==> src/rtl/dff_wall_write_arbiter_pkg.sv <==
// Shared constants and types for the register-wall write arbiter.
package dff_wall_write_arbiter_pkg;
  localparam int WIDTH_DEF   = 10;
  localparam int ENTRIES_DEF = 4;
  localparam int REQS_DEF    = 3;

  typedef logic [$clog2(ENTRIES_DEF)-1:0] entry_addr_t;
endpackage

==> src/rtl/dff_wall_write_arbiter_rr_arbiter.sv <==
// Combinational round-robin arbiter: the first request at or above ptr_i wins, wrapping around.
module rr_arbiter #(
  parameter int N  = 3,
  localparam int PW = (N > 1) ? $clog2(N) : 1
) (
  input  logic [N-1:0]  req_i,
  input  logic [PW-1:0] ptr_i,
  output logic [N-1:0]  gnt_o
);
  logic found;

  always_comb begin
    gnt_o = '0;
    found = 1'b0;
    // Upper half of the ring [ptr..N-1] first, then the wrapped part [0..ptr-1].
    for (int i = 0; i < N; i++) begin
      if (!found && req_i[i] && (i >= int'(ptr_i))) begin
        gnt_o[i] = 1'b1;
        found    = 1'b1;
      end
    end
    for (int i = 0; i < N; i++) begin
      if (!found && req_i[i] && (i < int'(ptr_i))) begin
        gnt_o[i] = 1'b1;
        found    = 1'b1;
      end
    end
  end
endmodule

==> src/rtl/wallOfDFFsL10.sv <==
// Bank of enable flip-flops with synchronous active-high clear.
module wallOfDFFsL10 #(
  parameter int LENGTH = 10
) (
  input  logic              clk,
  input  logic              reset,
  input  logic              enable,
  input  logic [LENGTH-1:0] d,
  output logic [LENGTH-1:0] q
);
  always_ff @(posedge clk) begin
    if (reset) q <= '0;
    else if (enable) q <= d;
  end
endmodule

==> src/rtl/dff_wall_write_arbiter.sv <==
// Shared enable-DFF register bank with a single round-robin arbitrated write port,
// per-entry valid bits, an invalidate port and a combinational read port.
module dff_wall_write_arbiter
  import dff_wall_write_arbiter_pkg::*;
#(
  parameter int  WIDTH   = WIDTH_DEF,
  parameter int  ENTRIES = ENTRIES_DEF,
  parameter int  REQS    = REQS_DEF,
  localparam int AW      = $clog2(ENTRIES)
) (
  input  logic                  clk,
  input  logic                  reset,
  input  logic [REQS-1:0]       req,
  input  logic [REQS*AW-1:0]    req_addr,
  input  logic [REQS*WIDTH-1:0] req_data,
  output logic [REQS-1:0]       gnt,
  input  logic                  inv_en,
  input  logic [AW-1:0]         inv_addr,
  input  logic [AW-1:0]         rd_addr,
  output logic [WIDTH-1:0]      rd_data,
  output logic                  rd_valid,
  output logic [ENTRIES-1:0]    valid
);
  localparam int PW = $clog2(REQS);

  logic [PW-1:0]      ptr_q, ptr_d;
  logic [REQS-1:0]    arb_gnt;
  logic               wr_en;
  logic [AW-1:0]      wr_addr;
  logic [WIDTH-1:0]   wr_data;
  logic [ENTRIES-1:0] vld_d;
  logic               vld_en;
  logic [WIDTH-1:0]   ent_q [ENTRIES];

  rr_arbiter #(.N(REQS)) u_arb (
    .req_i (req),
    .ptr_i (ptr_q),
    .gnt_o (arb_gnt)
  );

  // Grants are suppressed during reset so a pending request cannot write.
  assign gnt = reset ? '0 : arb_gnt;

  always_comb begin
    wr_en   = 1'b0;
    wr_addr = '0;
    wr_data = '0;
    ptr_d   = ptr_q;
    for (int i = 0; i < REQS; i++) begin
      if (gnt[i]) begin
        wr_en   = 1'b1;
        wr_addr = req_addr[i*AW +: AW];
        wr_data = req_data[i*WIDTH +: WIDTH];
        ptr_d   = (i == REQS - 1) ? '0 : PW'(i + 1);
      end
    end
  end

  always_ff @(posedge clk) begin
    if (reset) ptr_q <= '0;
    else       ptr_q <= ptr_d;
  end

  for (genvar e = 0; e < ENTRIES; e++) begin : g_ent
    wallOfDFFsL10 #(.LENGTH(WIDTH)) u_ent (
      .clk    (clk),
      .reset  (reset),
      .enable (wr_en && (wr_addr == AW'(e))),
      .d      (wr_data),
      .q      (ent_q[e])
    );
  end

  // Set after clear so a write beats an invalidate to the same entry.
  always_comb begin
    vld_d  = valid;
    vld_en = wr_en | inv_en;
    if (inv_en) vld_d[inv_addr] = 1'b0;
    if (wr_en)  vld_d[wr_addr]  = 1'b1;
  end

  wallOfDFFsL10 #(.LENGTH(ENTRIES)) u_valid (
    .clk    (clk),
    .reset  (reset),
    .enable (vld_en),
    .d      (vld_d),
    .q      (valid)
  );

  assign rd_data  = ent_q[rd_addr];
  assign rd_valid = valid[rd_addr];
endmodule

==> config.mk <==
export PLATFORM = sky130hd
export DESIGN_NAME = dff_wall_write_arbiter
export DESIGN_NICKNAME = d
export VERILOG_FILES = /design/src/rtl/dff_wall_write_arbiter_pkg.sv /design/src/rtl/dff_wall_write_arbiter_rr_arbiter.sv /design/src/rtl/wallOfDFFsL10.sv /design/src/rtl/dff_wall_write_arbiter.sv
export SDC_FILE = /design/constraint.sdc
export NUM_CORES = 1
export LEC_CHECK = 0
export CAP_MARGIN = 20
export CORE_ASPECT_RATIO = 0.5
export CORE_MARGIN = 2
export CORE_UTILIZATION = 52
export DETAILED_ROUTE_END_ITERATION = 16
export GPL_ROUTABILITY_DRIVEN = 0
export PLACE_DENSITY = 0.88
export SKIP_LAST_GASP = 1
export SYNTH_ARGS = -nofsm -noshare
export SYNTH_HDL_FRONTEND = slang
export SYNTH_HIERARCHICAL = 1
export SYNTH_SLANG_ARGS = --single-unit
==> constraint.sdc <==
create_clock -name clk -period 6.5 [get_ports clk]
set_input_delay 1.3 -clock clk [delete_from_list [all_inputs] [get_ports clk]]
set_output_delay 1.3 -clock clk [all_outputs]
set_load 0.02 [all_outputs]
# Word level (Yosys, flattened, before mapping)
# Index checks and enable logic that the tools add are counted.
# totals
regBits,46
output_inout_bits,18
wordCells,86
# classes
order_cmp,12
n_eq_ne,3
mux,33
n_bitwise,5
reduce_logical,26
# ops
operator,n
10-bit 2-to-1 mux,5
10-bit binary-select mux with 2-bit select,1
1-bit logical AND,17
1-bit 2-to-1 mux,16
2-bit 2-to-1 mux,5
"2-bit by 3-bit < comparator with 1-bit output, second input constant",3
4-bit 2-to-1 mux,2
1-bit logical NOT,5
4-bit AND,1
1-bit demux with 2-bit select,2
"2-bit == test, second input constant",2
"1-bit by 2-bit greater-or-equal comparator with 1-bit output, first input constant",2
"2-bit by 1-bit greater-or-equal comparator with 1-bit output, second input constant",2
"1-bit by 2-bit < comparator with 1-bit output, first input constant",2
4-bit inverter,1
4-bit OR,1
"3-bit greater-or-equal comparator, second input constant",1
3-bit 2-to-1 mux,1
2-bit inverter with 3-bit output,1
3-bit OR reduction,1
1-bit binary-select mux with 2-bit select,1
"2-bit by 1-bit == test with 1-bit output, second input constant",1
"2-bit greater-or-equal comparator, first input constant",1
2-bit logical NOT,1
other kinds (4),4

# Logic depth before layout (Yosys ltp)
# Gate-level depths: netlist of run 1.
# depth
word_depth,33
mapped_depth,9

# Modules after synthesis
# Netlist of run 1, hierarchy kept.
# by_module_without_submodules
mod,instances,cells_per_inst,area_each_um2,seq_area_each_um2
wallOfDFFsL10 at g_ent[0].u_ent ...,4,32,352.8,200.2
dff_wall_write_arbiter,1,89,745.7,40.0
wallOfDFFsL10 at u_valid,1,13,140.1,80.1
rr_arbiter,1,10,70.1,0.0

# Least setup slack after synthesis of run 1
# No wires, ideal clock.
# synth_path
path_type,input to output
start,input port req[1]
end,output port gnt[2]
arrival_ns,2.301
required_ns,5.200
setup_slack_ns,2.899
path_stages,6
cell_sequence,nor3b_1 -> o31a_1 -> buf_2 -> nand2b_1 -> clkbuf_1 -> inv_1
# synth_between
elab_chain_len,20
word_cells_on_any_way,21
# synth_lines
item,line,rtl
from (decl),dff_wall_write_arbiter.sv:13,"input logic [REQS-1:0] req,"
1-bit logical AND (2 in a row),dff_wall_write_arbiter_rr_arbiter.sv:17,if (!found && req_i[i] && (i >= int'(ptr_i))) begin
1-bit 2-to-1 mux,dff_wall_write_arbiter_rr_arbiter.sv:17,
1-bit logical NOT,dff_wall_write_arbiter_rr_arbiter.sv:17,
1-bit logical AND (2 in a row),dff_wall_write_arbiter_rr_arbiter.sv:17,
1-bit 2-to-1 mux,dff_wall_write_arbiter_rr_arbiter.sv:17,
1-bit logical NOT,dff_wall_write_arbiter_rr_arbiter.sv:23,if (!found && req_i[i] && (i < int'(ptr_i))) begin
1-bit logical AND (2 in a row),dff_wall_write_arbiter_rr_arbiter.sv:23,
1-bit 2-to-1 mux,dff_wall_write_arbiter_rr_arbiter.sv:23,
1-bit logical NOT,dff_wall_write_arbiter_rr_arbiter.sv:23,
1-bit logical AND (2 in a row),dff_wall_write_arbiter_rr_arbiter.sv:23,
1-bit 2-to-1 mux,dff_wall_write_arbiter_rr_arbiter.sv:23,
1-bit logical NOT,dff_wall_write_arbiter_rr_arbiter.sv:23,
1-bit logical AND (2 in a row),dff_wall_write_arbiter_rr_arbiter.sv:23,
1-bit 2-to-1 mux (*),dff_wall_write_arbiter_rr_arbiter.sv:23,
named net arb_gnt[2],dff_wall_write_arbiter.sv:27,logic [REQS-1:0] arb_gnt;
3-bit 2-to-1 mux (*),dff_wall_write_arbiter.sv:42,assign gnt = reset ? '0 : arb_gnt;
to (decl),dff_wall_write_arbiter.sv:16,"output logic [REQS-1:0] gnt,"
# Mark *: on every way through the listed nets, which the timed path passes. The rest lies on a longest branch.

# Worst setup path after layout of run 1
# Ends and elaborated chain as after synthesis.

==> metrics, run 1 <==
cell-internal power 0.449 mW; placed wire-length estimate after detailed placement 4100 microns; final-report hold violation count 0; setup bufs post-CTS 0; setup tns final 0 ps; worst clock skew on the final layout 2.32 ps; number of resized instances in the post-cts repair step 0; placed cell areas 2990 sq um; Non-Filler Cell Area, Final 3100 sq um; category of the critical setup timing path input pin to output port; total gr overflow 0; Netlist Area Pre-Place between 2000 and 2500 sq um; power density over the cells 201 nW/um^2; switching portion of total power 28.0%; number of antenna violations at the first check in global routing 0; diodes inserted 0; power share of the clock group between 20 and 30%; worst-path fanout max 21; TritonCTS clock tree yes; data required time at the worst endpoint approximately 5200 ps; distinct cell type count of the synthesized netlist 30; Synthesized Nets roughly 290; share of power burned in combinational logic a little under a quarter; startpoint type of the worst setup path input pin; area overhead of the layout relative to synthesis 31.0%; worst hold-check slack 501 ps; final routed wirelength across all metal layers 5870 microns; number of synthesized flops with an enable pin 0; clock-pin slew on the worst setup and hold paths 80 ps; Leakage Power 1.13 nW; post-synthesis cell type with the largest combined area sky130_fd_sc_hd__dfxtp_1; number of port buffers 63; die height 51.7 microns; Crit. End Element output port; maximum operating frequency 0.200 GHz; share of flip-flops with an asynchronous set or reset 0%; class of the tightest hold or removal check register to register; Die Wd 99.4 microns; total CTS buffers 5; vias per inst 5.58; worst setup timing slack at the placement stage 1550 ps; crit path DAT 3690 ps; prevailing post-synth register cell sky130_fd_sc_hd__dfxtp_1; final-report setup violation count 0; clk sink count 46; final worst-path cycle share 76.8%; I/O pin count 64; status finished clean; most common cell in the synthesized netlist sky130_fd_sc_hd__nor2_1; Cell Count Post-Placement about 350; total global-route track usage 23.9%; row count 17; Max-slew headroom 36.3%; worst reg2reg path depth 8; Switching Power 0.175 mW; fraction of post-synthesis cell area in the top cell type by area between 30% and 40%; clock network latency to the later pin of the worst-skew pair approximately 310 ps; count of cells along the worst hold path 2; initial core utilization a little over half; Non-Filler Instances 356; commonest cells in the netlist 60 x sky130_fd_sc_hd__nor2_1, 46 x sky130_fd_sc_hd__dfxtp_1, 44 x sky130_fd_sc_hd__mux2i_1, 13 x sky130_fd_sc_hd__a21oi_1, 11 x sky130_fd_sc_hd__mux4_2; number of routed nets with antenna violations 0; # DRC 0; # hold bufs at CTS 0; Post-Syn Instances 240; Total Die Area 5140 sq um; number of H-tree levels 2; wire length of the first global-routing pass 9330 microns; destination of the worst hold path g_ent[1].u_ent/q[1]; launch instance of the worst min-delay path g_ent[1].u_ent/q[1]; total number of vias a little under 2,000; RSZ-0062 raised after global routing no; worst-margin pin slew 955 ps; number of max-cap violations 0; final layout net count 344; Avg Inst Size Synth 9.86 sq um; synthesis warning total 6; number of global-route vias before repair between 2,000 and 2,500; count of final max-slew check failures 0; minimum setup slack among reg-to-reg paths ~3500 ps; flip-flop and latch count after synthesis 46; sequential cell area fraction in the yosys report 38.9%; beginning of the worst register-to-register path ptr_q[1]; final worst path period need 4990 ps; number of design-rule violations left by the first detailed-router iteration 94; first drt pass iteration count 5; top cells by area in the synthesized netlist sky130_fd_sc_hd__dfxtp_1 39%, sky130_fd_sc_hd__mux2i_1 19%, sky130_fd_sc_hd__mux4_2 10%; cell at the root of the clock tree sky130_fd_sc_hd__clkbuf_8; Clock Path Buffers 2; layout cell share with drive strength beyond 1 11.0%; min setup slack post-route 1510 ps; part of the total power dissipated in sequential elements roughly 48%; total core area roughly 4400 sq um; critical register-to-register path endpoint g_ent[1].u_ent/q[9]; pin count of the biggest net entering global routing 56; VDD IR max around 90 uV; average detailed-routed wire length per instance ~16 microns
-- kinds of logic (layout without fill, tap and decap cells) --
kind of cell | after synthesis | after routing | share of synthesized area (%)
AND/OR/NAND/NOR | 78 | 78 | 15.1
multiplexers | 55 | 55 | 29.1
flip-flops | 46 | 46 | 38.9
AO/OA/AOI/OAI | 38 | 38 | 11.4
buffers and inverters | 23 | 82 | 5.60
-- worst max-delay path, cell delays in order --
cell                              delay, ps
sky130_fd_sc_hd__clkdlybuf4s50_1        460
sky130_fd_sc_hd__nor3b_1                240
sky130_fd_sc_hd__o31a_1                 420
sky130_fd_sc_hd__nand2b_1               510
sky130_fd_sc_hd__inv_1                  150
sky130_fd_sc_hd__clkdlybuf4s50_1        610
-- layout make-up --
type                            instances  area (sq um)
Clock buffer                            7          86.3
Clock inverter                          1          5.00
Fill cell                             296          1280
Inverter                                6          22.5
Multi-Input combinational cell        171          1320
Sequential cell                        46           921
Tap cell                               57          71.3
Timing Repair Buffer                   68           671
-- layout by cell type, fill, tap and decap left out, types with 2 or more instances in the layout --
master,netlist,layout
sky130_fd_sc_hd__a22oi_1,10,10
sky130_fd_sc_hd__mux4_2,11,11
sky130_fd_sc_hd__clkdlybuf4s50_1,0,62
sky130_fd_sc_hd__clkbuf_8,0,6
sky130_fd_sc_hd__o21ai_0,6,6
sky130_fd_sc_hd__dfxtp_1,46,46
sky130_fd_sc_hd__buf_6,5,2
sky130_fd_sc_hd__mux2i_1,44,44
sky130_fd_sc_hd__a221oi_2,2,2
sky130_fd_sc_hd__buf_4,0,3
sky130_fd_sc_hd__nor3_2,0,2
sky130_fd_sc_hd__a21oi_1,13,13
sky130_fd_sc_hd__nor3_1,4,2
sky130_fd_sc_hd__nand2b_1,4,4
sky130_fd_sc_hd__nor2b_1,2,2
sky130_fd_sc_hd__inv_1,6,6
sky130_fd_sc_hd__nor2_1,60,60
sky130_fd_sc_hd__nand2_1,2,2
sky130_fd_sc_hd__a221o_1,2,2
-- worst max-delay path by stage --
stage             end    from  slack [ps]
5_1_grt        gnt[2]  req[1]        1280
2_1_floorplan  gnt[2]  req[1]        2900
3_5_place_dp   gnt[2]  req[1]        1550
4_1_cts        gnt[2]  req[1]        1520
6_report       gnt[2]  req[1]        1510
3_3_place_gp   gnt[2]  req[1]        1670
-- layer usage --
metal  vias to the layer above  GRT usage, %  part of all wire, %
met5                         -             0                    0
met4                         0          12.6                  2.9
met3                        17          5.38                  4.1
met2                        48          43.4                   52
met1                       951          27.0                   41
li1                        969             -                    -
-- flip-flops by register name, summed over array words and instances, names as in the netlist --
name / count
ptr_q: 2
u_valid/q: 4
g_ent.u_ent/q: 40
-- power by group through the flow --
stage	registers, mW	clock network (mW)	logic [mW]
global placement	0.304	0	0.134
CTS	0.298	0.183	0.140
floorplan	0.305	0	0.0863
global route	0.299	0.194	0.154
detailed placement	0.305	0	0.140
finish	0.298	0.184	0.142
-- per-stage QoR --
step	total power, mW	utilization, %
3_3_place_gp	0.437	68.0
4_1_cts	0.621	70.2
3_5_place_dp	0.444	68.2
2_1_floorplan	0.391	-
6_report	0.624	70.8
5_1_grt	0.647	70.8
Power figures use the tool's default switching activity.
==> run 2, diff against run 1 <==
- CORE_UTILIZATION: 52 -> 43
- PLACE_DENSITY: 0.88 -> 0.78
- clock period: 6.5 -> 4.13 ns (I/O delays scaled with it)
==> run 2 against run 1 <==
Sequential share of layout area decreased by 0.28 points; clock skew grew 5.5 ps; clock power rose by 49%.
==> metrics, run 2 (synthesis results as in run 1) <==
final-report hold violation count 0; placed wire-length estimate after detailed placement 4030 microns; min setup slack post-route between 500 and 600 ps; Non-Filler Instances 375; total gr overflow 0; startpoint type of the worst setup path input pin; status finished clean; layout cell share with drive strength beyond 1 11.9%; I/O pin count 64; number of antenna violations at the first check in global routing 0; # DRC 0; Max-slew headroom 29.2%; # hold bufs at CTS 0; Total Die Area between 6000 and 7000 sq um; first drt pass iteration count 4; number of flip-flops under the largest register name 40; Clock Path Buffers 2; final-report setup violation count 0; Die Wd about 110 microns; Crit. End Element output port; Leakage Power 1.14 nW; clk sink count 46; power density over the cells 309 nW/um^2; class of the tightest hold or removal check register to register; data required time at the worst endpoint 3300 ps; total global-route track usage 19.4%; count of final max-slew check failures 0; setup tns final 0 ps; total CTS buffers 5; registers with the highest flip-flop counts g_ent.u_ent/q x40, u_valid/q x4, ptr_q x2; number of design-rule violations left by the first detailed-router iteration 65; most common cell after layout, fill and taps aside sky130_fd_sc_hd__clkdlybuf4s50_1; Final Power 0.967 mW; number of global-route vias before repair 2,022; number of port buffers 63; Cell Count Post-Placement 367; cell at the root of the clock tree sky130_fd_sc_hd__clkbuf_8; worst-margin pin slew 1060 ps; initial core utilization 43.9%; final layout net count 347; number of routed nets with antenna violations 0; average detailed-routed wire length per instance 15.0 microns; wire length of the first global-routing pass approximately 9000 microns; area of the multi-input gates 1320 sq um; number of resized instances in the post-cts repair step 0; number of max-cap violations 0; area overhead of the layout relative to synthesis 32.2%; clock-pin slew on the worst setup and hold paths 80 ps; setup bufs post-CTS 0; pin count of the biggest net entering global routing between 50 and 60; worst clock skew on the final layout approximately 7.8 ps; total core area 5400 sq um; final worst path period need roughly 3600 ps; category of the critical setup timing path input pin to output port; row count 19; TritonCTS clock tree yes; final routed wirelength across all metal layers between 5000 and 6000 microns; most flop-heavy register g_ent.u_ent/q; number of H-tree levels 2; clock network latency to the later pin of the worst-skew pair a little over 300 ps; maximum operating frequency 0.281 GHz; worst hold-check slack 497 ps; worst-path fanout max 7; total number of vias between 1,500 and 2,000; vias per inst 5.31; diodes inserted 0; crit path DAT 2730 ps; worst setup timing slack at the placement stage ~470 ps; die height 56.5 microns; VDD IR max around 130 uV; final worst-path cycle share 86.2%; fillcell total 466; commonest cells after routing, fill and taps aside 62 x sky130_fd_sc_hd__clkdlybuf4s50_1, 60 x sky130_fd_sc_hd__nor2_1, 46 x sky130_fd_sc_hd__dfxtp_1; RSZ-0062 raised after global routing no; register cell area after layout 921 sq um
run 2: changes by cell type in the layout (fill, tap and decap cells not counted):
cell / before / now
sky130_fd_sc_hd__clkinv_4: 0 / 1
sky130_fd_sc_hd__buf_6: 2 / 0
sky130_fd_sc_hd__buf_4: 3 / 8
sky130_fd_sc_hd__clkbuf_8: 6 / 5
run 2: per-stage QoR:
stage	utilization, %	area [sq um]
2_1_floorplan	-	2370
3_3_place_gp	56.4	3040
3_5_place_dp	56.4	3040
4_1_cts	58.0	3130
5_1_grt	58.0	3130
6_report	58.0	3130
run 2: layer usage:
metal  global-route usage, %  part of all wire, %
met1                    23.5                   44
met2                    33.6                   50
met3                    3.48                  3.3
met4                    8.79                  1.8
met5                       0                    0
run 2: worst paths after layout:
path	from	end	slack, ps	cells past startpoint
max	req[1]	gnt[1]	570	5
min	g_ent[3].u_ent/q[3]	g_ent[3].u_ent/q[3]	500	2
max reg2reg	ptr_q[1]	g_ent[0].u_ent/q[0]	1300	7
min reg2reg	g_ent[3].u_ent/q[3]	g_ent[3].u_ent/q[3]	500	2
run 2: final cells by class:
class,count,share of cell area (%)
clock buffer,6,2.32
clock inverter,2,0.440
inverter,6,0.719
multi-input combinational,171,42.3
sequential,46,29.4
tap,73,2.92
timing repair buffer,71,21.9
run 2: report_power, final:
group / switching [mW] / internal [mW]
clock network: 0.155 / 0.119
registers: 0.0106 / 0.459
logic: 0.110 / 0.114
run 2: worst max-delay path: stages:
cell                              delay [ps]
sky130_fd_sc_hd__clkdlybuf4s50_1         510
sky130_fd_sc_hd__inv_1                    60
sky130_fd_sc_hd__a221oi_2                390
sky130_fd_sc_hd__nor2b_1                 290
sky130_fd_sc_hd__clkdlybuf4s50_1         650
==> run 3, diff against run 2 <==
- ABC_AREA: default -> 1
- CORE_UTILIZATION: 43 -> 45
- PLACE_DENSITY: 0.78 -> 0.79
==> run 3 against run 2 <==
Clock-buffer cell count did not move; maximum frequency fell by 1.3%; worst hold slack got worse by 27 ps; power rose by 42%; sequential share of layout area fell by 2.7 points.
==> metrics, run 3 <==
worst-path fanout max 12; clk sink count 46; worst-margin pin slew approximately 690 ps; share of flip-flops with an asynchronous set or reset 0%; pin count of the biggest net entering global routing 29; RSZ-0062 raised after global routing no; worst setup timing slack at the placement stage 506 ps; flip-flop and latch count after synthesis 46; total core area 5630 sq um; I/O pin count between 60 and 70; data required time at the worst endpoint 3300 ps; Cell Count Post-Placement 579; startpoint type of the worst setup path input pin; number of design-rule violations left by the first detailed-router iteration roughly 180; worst reg2reg path depth 15; synthesis warning total 6; Synthesized Nets 505; TritonCTS clock tree yes; Clock Path Buffers 2; Leakage Power 1.55 nW; commonest cells after routing, fill and taps aside 132 x sky130_fd_sc_hd__nand2_1, 116 x sky130_fd_sc_hd__nor2_1, 63 x sky130_fd_sc_hd__clkdlybuf4s50_1; worst clock skew on the final layout 2.56 ps; average detailed-routed wire length per instance approximately 12 microns; category of the critical setup timing path input pin to output port; Max-slew headroom between 50% and 60%; fraction of post-synthesis cell area in the top cell type by area around a third; final worst path period need 3610 ps; number of synthesized flops with an enable pin 0; post-synthesis cell type with the largest combined area sky130_fd_sc_hd__dfxtp_1; Non-Filler Instances 587; total CTS buffers 5; setup bufs post-CTS 0; wire length of the first global-routing pass 11,700 microns; destination of the worst hold path g_ent[2].u_ent/q[1]; initial core utilization ~48%; number of max-cap violations 0; # hold bufs at CTS 0; number of resized instances in the post-cts repair step 0; VDD IR max 187 uV; number of global-route vias before repair ~2,400; die height 58.7 microns; clock network latency to the later pin of the worst-skew pair 280 ps; most common cell in the synthesized netlist sky130_fd_sc_hd__nand2_1; total global-route track usage 22.5%; Die Wd between 100 and 150 microns; number of routed nets with antenna violations 0; maximum operating frequency 0.277 GHz; worst hold-check slack 471 ps; row count 19; min setup slack post-route 525 ps; Post-Syn Instances 459; top cells by area in the synthesized netlist sky130_fd_sc_hd__dfxtp_1 34%, sky130_fd_sc_hd__nand2_1 18%, sky130_fd_sc_hd__nor2_1 16%; placed wire-length estimate after detailed placement 5120 microns; status finished clean; minimum setup slack among reg-to-reg paths 1600 ps; most flop-heavy register g_ent.u_ent/q; final-report hold violation count 0; power density over the cells 398 nW/um^2; Total Die Area 6660 sq um; diodes inserted 0; count of cells along the worst hold path 2; final worst-path cycle share 87.3%; vias per inst 4.84; final routed wirelength across all metal layers 7160 microns; count of final max-slew check failures 0; most common cell after layout, fill and taps aside sky130_fd_sc_hd__nand2_1; area overhead of the layout relative to synthesis 27.7%; Crit. End Element output port; layout cell share with drive strength beyond 1 6.03%; cell at the root of the clock tree sky130_fd_sc_hd__clkbuf_16; commonest cells in the netlist 132 x sky130_fd_sc_hd__nand2_1, 116 x sky130_fd_sc_hd__nor2_1, 60 x sky130_fd_sc_hd__inv_1, 46 x sky130_fd_sc_hd__dfxtp_1, 27 x sky130_fd_sc_hd__o21ai_0; final-report setup violation count 0; number of antenna violations at the first check in global routing 0; total number of vias 2,843; class of the tightest hold or removal check register to register; distinct cell type count of the synthesized netlist 22; prevailing post-synth register cell sky130_fd_sc_hd__dfxtp_1; number of H-tree levels 2; # DRC 0; total gr overflow 0; registers with the highest flip-flop counts g_ent.u_ent/q x40, u_valid/q x4, ptr_q x2; clock-pin slew on the worst setup and hold paths roughly 60 ps; launch instance of the worst min-delay path g_ent[2].u_ent/q[1]; Netlist Area Pre-Place 2700 sq um; setup tns final 0 ps; crit path DAT ~2800 ps; first drt pass iteration count 5; sequential cell area fraction in the yosys report about a third; critical register-to-register path endpoint g_ent[2].u_ent/q[9]; final layout net count 559; number of port buffers 63; Avg Inst Size Synth around 6 sq um; beginning of the worst register-to-register path ptr_q[1]; number of flip-flops under the largest register name 40
[run 3: changes by cell type in the layout (fill, tap and decap cells not counted), moves of 11 or more]
cell                      delta
sky130_fd_sc_hd__inv_1      +54
sky130_fd_sc_hd__o21ai_0    +21
sky130_fd_sc_hd__nor2_2     +11
sky130_fd_sc_hd__mux2i_1    -44
sky130_fd_sc_hd__nand2_1   +130
sky130_fd_sc_hd__mux4_2     -11
sky130_fd_sc_hd__nor2_1     +56
sky130_fd_sc_hd__o22ai_1    +11
sky130_fd_sc_hd__a21oi_1    -12
[run 3: final cells by class]
type | count | area [sq um]
fillers | 543 | 2190
multi-input cells | 326 | 1380
flip-flops and latches | 46 | 921
repair buffers | 65 | 646
inverters | 69 | 259
clock buffers | 6 | 139
well taps | 73 | 91.3
clock inverters | 2 | 12.5
[run 3: kinds of logic (layout without fill, tap and decap cells)]
group | count (synthesis) | in the layout | share of synthesized area (%)
simple gates | 276 | 276 | 40.7
buf+inv | 87 | 142 | 14.8
compound gates | 50 | 50 | 10.3
flops | 46 | 46 | 34.2
[run 3: worst max-delay path: stages]
cell and delay [ps]:
sky130_fd_sc_hd__clkdlybuf4s50_1 640, sky130_fd_sc_hd__inv_1 380, sky130_fd_sc_hd__o21ai_0 150, sky130_fd_sc_hd__o22ai_1 150
sky130_fd_sc_hd__clkdlybuf4s50_1 630
[run 3: how the worst max path moves through the flow]
stage,from,end,depth (start not counted)
CTS,rd_addr[1],rd_data[6],5
global route,rd_addr[1],rd_data[0],5
floorplan,rd_addr[0],rd_data[0],4
detailed placement,rd_addr[1],rd_data[6],5
finish,rd_addr[1],rd_data[6],5
global placement,rd_addr[1],rd_data[6],5
[run 3: metal layers]
metal	track usage [%]	share of wire (%)	up-vias	wire, microns
met1	32.7	49	1254	3530
li1	-	-	1493	-
met3	4.02	5.5	8	396
met4	5.23	0.85	0	61
met2	35.2	44	88	3170
met5	0	0	-	0
[run 3: stage by stage]
| step | util [%] | power [mW] | cell area (sq um) |
|---|---|---|---|
| after floorplan | - | 0.836 | 2700 |
| after global placement | 58.4 | 0.957 | 3290 |
| after detailed placement | 58.4 | 0.964 | 3290 |
| after CTS | 61.1 | 1.37 | 3440 |
| after global routing | 61.1 | 1.46 | 3440 |
| final | 61.1 | 1.37 | 3440 |
[run 3: where the power goes]
part           internal [mW]  switching, mW  leakage, nW
logic                  0.176          0.250         1.10
clock network          0.240          0.170       0.0729
registers              0.500         0.0350        0.377
